File: config.mk
export PLATFORM = sky130hd
export DESIGN_NAME = uart_rx_buffered
export DESIGN_NICKNAME = d
export VERILOG_FILES = /design/src/rtl/uart_rx_buffered.sv
export SDC_FILE = /design/constraint.sdc
export NUM_CORES = 1
export LEC_CHECK = 0
export CORE_MARGIN = 5
export CORE_UTILIZATION = 58
export DETAILED_ROUTE_END_ITERATION = 16
export PLACE_DENSITY = 0.77
export SLEW_MARGIN = 0
export SYNTH_ARGS = -nofsm -noshare
export SYNTH_HDL_FRONTEND = slang
export SYNTH_SLANG_ARGS = --single-unit
File: constraint.sdc
create_clock -name clk -period 3.1 [get_ports clk]
set_input_delay 0.465 -clock clk [delete_from_list [all_inputs] [get_ports clk]]
set_output_delay 0.465 -clock clk [all_outputs]
set_load 0.01 [all_outputs]
File: src/rtl/uart_rx_buffered.sv
// uart_rx_buffered: UART receiver (2-FF sync, glitch-rejecting start, stop check) feeding a valid/ready FIFO.
// Optional `define UART_RX_PARITY_EN selects 8E1 framing; default build is 8N1.
module uart_rx_buffered #(
   parameter int CLKS_PER_BIT = 20,
   parameter int FIFO_AW      = 2
) (
   input  logic       clk,
   input  logic       reset,
   input  logic       uart_data,
   output logic [7:0] rx_data,
   output logic       rx_valid,
   input  logic       rx_ready,
   output logic       overflow,
   output logic [7:0] frame_err_cnt,
   input  logic       err_clear
);
   localparam int            CW        = $clog2(CLKS_PER_BIT);
   localparam int            DEPTH     = 2 ** FIFO_AW;
   localparam logic [CW-1:0] BIT_LAST  = CW'(CLKS_PER_BIT - 1);
   localparam logic [CW-1:0] HALF_LAST = CW'(CLKS_PER_BIT / 2 - 1);

   typedef enum logic [2:0] {
      S_IDLE,
      S_START,
      S_DATA,
`ifdef UART_RX_PARITY_EN
      S_PARITY,
`endif
      S_STOP,
      S_BREAK
   } state_e;

   state_e           state_q, state_d;
   logic [1:0]       sync_q, sync_d;
   logic [CW-1:0]    clk_cnt_q, clk_cnt_d;
   logic [2:0]       bit_cnt_q, bit_cnt_d;
   logic [7:0]       shift_q, shift_d;
`ifdef UART_RX_PARITY_EN
   logic             par_bad_q, par_bad_d;
`endif
   logic [FIFO_AW:0] wr_ptr_q, wr_ptr_d, rd_ptr_q, rd_ptr_d;
   logic             overflow_q, overflow_d;
   logic [7:0]       err_cnt_q, err_cnt_d;
   logic [7:0]       mem_q [DEPTH];

   logic line, bit_tick, push_req, frame_err;
   logic fifo_empty, fifo_full, pop, do_push;

   assign sync_d   = {sync_q[0], uart_data};
   assign line     = sync_q[1];
   assign bit_tick = (clk_cnt_q == BIT_LAST);

   // State register: every flop of the receiver and FIFO control.
   always_ff @(posedge clk or posedge reset) begin
      if (reset) begin
         // NOTE: sequential state uses non-blocking assignments so every flop samples pre-edge values.
         state_q    <= S_IDLE;
         sync_q     <= 2'b11;
         clk_cnt_q  <= '0;
         bit_cnt_q  <= '0;
         shift_q    <= '0;
`ifdef UART_RX_PARITY_EN
         par_bad_q  <= 1'b0;
`endif
         wr_ptr_q   <= '0;
         rd_ptr_q   <= '0;
         overflow_q <= 1'b0;
         err_cnt_q  <= '0;
      end else begin
         state_q    <= state_d;
         sync_q     <= sync_d;
         clk_cnt_q  <= clk_cnt_d;
         bit_cnt_q  <= bit_cnt_d;
         shift_q    <= shift_d;
`ifdef UART_RX_PARITY_EN
         par_bad_q  <= par_bad_d;
`endif
         wr_ptr_q   <= wr_ptr_d;
         rd_ptr_q   <= rd_ptr_d;
         overflow_q <= overflow_d;
         err_cnt_q  <= err_cnt_d;
      end
   end

   // Next-state logic; all samples land mid-bit, counted from the middle of the start bit.
   always_comb begin
      // NOTE: defaults first so no path through the case leaves a variable unassigned (no latches).
      state_d   = state_q;
      clk_cnt_d = clk_cnt_q + 1'b1;
      bit_cnt_d = bit_cnt_q;
      shift_d   = shift_q;
`ifdef UART_RX_PARITY_EN
      par_bad_d = par_bad_q;
`endif
      unique case (state_q)
         S_IDLE: begin
            clk_cnt_d = '0;
            if (!line) begin
               state_d   = S_START;
               bit_cnt_d = '0;
            end
         end
         S_START: begin
            if (clk_cnt_q == HALF_LAST) begin
               clk_cnt_d = '0;
               state_d   = line ? S_IDLE : S_DATA;
            end
         end
         S_DATA: begin
            if (bit_tick) begin
               clk_cnt_d = '0;
               shift_d   = {line, shift_q[7:1]};
               bit_cnt_d = bit_cnt_q + 1'b1;
               if (bit_cnt_q == 3'd7) begin
`ifdef UART_RX_PARITY_EN
                  state_d = S_PARITY;
`else
                  state_d = S_STOP;
`endif
               end
            end
         end
`ifdef UART_RX_PARITY_EN
         S_PARITY: begin
            if (bit_tick) begin
               clk_cnt_d = '0;
               par_bad_d = line ^ (^shift_q);
               state_d   = S_STOP;
            end
         end
`endif
         S_STOP: begin
            if (bit_tick) begin
               clk_cnt_d = '0;
               state_d   = line ? S_IDLE : S_BREAK;
            end
         end
         S_BREAK: begin
            clk_cnt_d = '0;
            if (line) state_d = S_IDLE;
         end
         default: state_d = S_IDLE;
      endcase
   end

   // Output logic: stop-bit verdict, FIFO pointer moves and error bookkeeping.
   always_comb begin
      push_req = 1'b0;
      frame_err = 1'b0;
      if (state_q == S_STOP && bit_tick) begin
`ifdef UART_RX_PARITY_EN
         frame_err = ~line | par_bad_q;
`else
         frame_err = ~line;
`endif
         push_req = ~frame_err;
      end

      wr_ptr_d   = do_push ? wr_ptr_q + 1'b1 : wr_ptr_q;
      rd_ptr_d   = pop ? rd_ptr_q + 1'b1 : rd_ptr_q;
      overflow_d = overflow_q | (push_req & fifo_full & ~pop);
      err_cnt_d  = err_cnt_q;
      if (frame_err && err_cnt_q != 8'hFF) err_cnt_d = err_cnt_q + 1'b1;
      if (err_clear) begin
         overflow_d = 1'b0;
         err_cnt_d  = '0;
      end
   end

   assign fifo_empty = (wr_ptr_q == rd_ptr_q);
   assign fifo_full  = (wr_ptr_q[FIFO_AW] != rd_ptr_q[FIFO_AW]) &&
                       (wr_ptr_q[FIFO_AW-1:0] == rd_ptr_q[FIFO_AW-1:0]);
   assign pop        = rx_valid & rx_ready;
   assign do_push    = push_req & (~fifo_full | pop);

   // NOTE: storage is not reset; rx_data is forced to 0 while empty so stale entries never show.
   always_ff @(posedge clk) begin
      if (do_push) mem_q[wr_ptr_q[FIFO_AW-1:0]] <= shift_q;
   end

   assign rx_valid      = ~fifo_empty;
   assign rx_data       = fifo_empty ? 8'h00 : mem_q[rd_ptr_q[FIFO_AW-1:0]];
   assign overflow      = overflow_q;
   assign frame_err_cnt = err_cnt_q;
endmodule

==> results.toml <==
[die]
die_x_um = 82.6
rows = 26
die_area_um2 = 6820
core-area_um2 = 5110
chipHeight_um = 82.6
start_util = 0.598
io_pins = 23

[critical_path]
cp.arrival_ns = 2.29
r2r_setup_slack_ns = 0.77
slowest_delay_ns = 0.71
cp.required_ns = 2.63
path_max_fanout = 10
crit_type = "flip-flop to output port"
end_kind = "output port"
critPathBufInv = 1
worstRegToRegCells = 6
cp_slowest_cell = "dfrtp_1"
critPathLaunchType = "flip-flop"
critPathTopFamily = "flip-flops"
r2r-end = "mem_q[0][7]$_DFFE_PP_"
timing.rr.start = "clk_cnt_q[0]$_DFF_PP0_"
cp_cell_sequence = "mux4_2 > and2_1 > clkdlybuf4s50_1"

[cts]
cts_resized = 0
hold_buffers = 0
clkTransAtPathRegs_ns = 0.07
cts_tree = "yes"
post_cts_buffers = 0
cts_inserted_buffers = 9
cts.sinks = 68
clock_tree.root_cell = "clkbuf_8"
clock_path_buffers = 2
htreeDepth = 3
insertion_delay_ns = 0.34

[timing]
holdWs_ns = 0.359
final_hold_viol_count = 0
timing.final.crit_share = 0.889
relSlewSlack = 0.613
worstMarginPinSlew_ns = 0.580
skew_ns = 0.00575
fmax_mhz = 363
period_needed_ns = 2.76
rsz0062_at_grt = "no"
setup_tns_ns = 0
drv_slew = 0
setup_viol = 0

[synthesis]
synth_fp_nets = 230
synth-seq-area-share = 0.610
synth_area_per_cell_um2 = 14.2
synth_ff_type = "dfrtp_1"
syn_inst = 215
synth_edf_count = 32
synthesis.area_um2 = 3050
synth_seq_cells = 68
yosys_warnings = 0
synthDistinctLibCells = 41
async_flop_share = 0.529

[cells_and_area]
final_common_cell = "dfrtp_1"
drive_gt1_frac = 0.185
nFillCells = 362
multi_input_area_um2 = 1120
final_nets = 258
area_growth_pct = 15.7
mostFrequentLayoutCells = "dfrtp_1, edfxtp_1, clkdlybuf4s50_1, nor2_1, mux2_2"
diodes = 0
seq_area_um2 = 1860

[global_routing]
grt_max_degree = 37
grt_overflow = 0
antenna_found_initial = 0
grt_pass1_wl_um = 8560
grt_pass1_vias = 1818
grt_usage = 0.175

[power]
p_leak_nw = 1.35
p_per_area_nw_per_um2 = 722
fin_total_pwr_w = 0.00255
peakVddDrop_mv = 0.427

[drt]
ant_nets = 0
via_per_inst = 5.63
route.vias.total = 1789
firstDrtPassIters = 4
first_iter_violations = 78
wirelength_um = 5170
wl_per_cell_um = 16.3
drc_errors = 0

[place]
portBuffers = 22
dpl.hpwl_um = 3620
routabilityCongestion = 0.765

[run]
cap_violations = 0

[worst_hold_path]
holdPathEnd = "sync_q[1]$_DFF_PP1_"
worstHoldStart = "sync_q[0]$_DFF_PP1_"
hp-class = "flip-flop to flip-flop"
hold_depth = 0

[status]
status = "finished clean"
cells by family after synthesis:
kind of cell	share of synthesized area
AND/OR/NAND/NOR	0.134
multiplexers	0.107
adder cells (fa/ha/maj)	0.0410
flip-flops	0.610
XOR/XNOR	0.0287
AO/OA/AOI/OAI	0.0565
buffers and inverters	0.0221
per-stage QoR:
stage	std cells	util	setup WS [ns]	instance area, um2
CTS	318	0.692	0.287	3530
global placement	302	0.655	0.703	3350
detailed placement	302	0.655	0.663	3350
floorplan	215	-	0.839	3050
finish	318	0.692	0.344	3530
global route	318	0.692	0.156	3530
worst max-delay path by stage:
stage | from | to | slack [ns] | cells past startpoint
2_1_floorplan | clk_cnt_q[0]$_DFF_PP0_ | mem_q[3][0]$_DFFE_PP_ | 0.84 | 5
3_3_place_gp | rd_ptr_q[0]$_DFFE_PP0P_ | rx_data[0] | 0.70 | 3
3_5_place_dp | rd_ptr_q[0]$_DFFE_PP0P_ | rx_data[4] | 0.66 | 3
4_1_cts | rd_ptr_q[0]$_DFFE_PP0P_ | rx_data[4] | 0.29 | 3
5_1_grt | rd_ptr_q[0]$_DFFE_PP0P_ | rx_data[0] | 0.16 | 4
6_report | rd_ptr_q[0]$_DFFE_PP0P_ | rx_data[4] | 0.34 | 3
worst register-to-register path, stage by stage (launching register included):
cell and delay, ns:
dfrtp_1 0.39, ha_1 0.24, nor4bb_2 0.31, buf_4 0.21, nand2_1 0.08, nor2_1 0.30, and2_1 0.46
Yosys cell counts, drive strengths merged (6+ instances only):
master  instances  share of area
and2           12          0.025
mux4            8          0.059
ha             10          0.041
edfxtp         32           0.31
dfrtp          34           0.28
inv             6         0.0074
nand2           8         0.0098
mux2           13          0.048
nor2           15          0.018
per-layer routing:
metal | GRT usage | vias up | share of wire
met2 | 0.300 | 21 | 0.51
met1 | 0.205 | 898 | 0.43
li1 | - | 863 | -
met5 | 0 | - | 0
met4 | 0.0784 | 0 | 0.017
met3 | 0.0477 | 7 | 0.036
registers in the layout (all words and copies together), names as in the netlist:
name,cells
rd_ptr_q,3
mem_q,32
clk_cnt_q,5
state_q,3
wr_ptr_q,3
overflow,1
frame_err_cnt,8
sync_q,2
shift_q,8
bit_cnt_q,3
layout make-up:
type	count	share of cell area
Clock inverter	6	0.0142
Timing Repair Buffer	26	0.0708
Inverter	6	0.00637
Multi-Input combinational cell	132	0.318
Clock buffer	10	0.0389
Sequential cell	68	0.527
Tap cell	70	0.0248
report_power, final:
group	internal, W	total (W)	switching (W)
Clock	0.000317	0.000660	0.000343
Sequential	0.00102	0.00119	0.000162
Combinational	0.000436	0.000705	0.000270
Total	0.00178	0.00255	0.000775
Note: power is estimated with default switching activity, not from simulation.
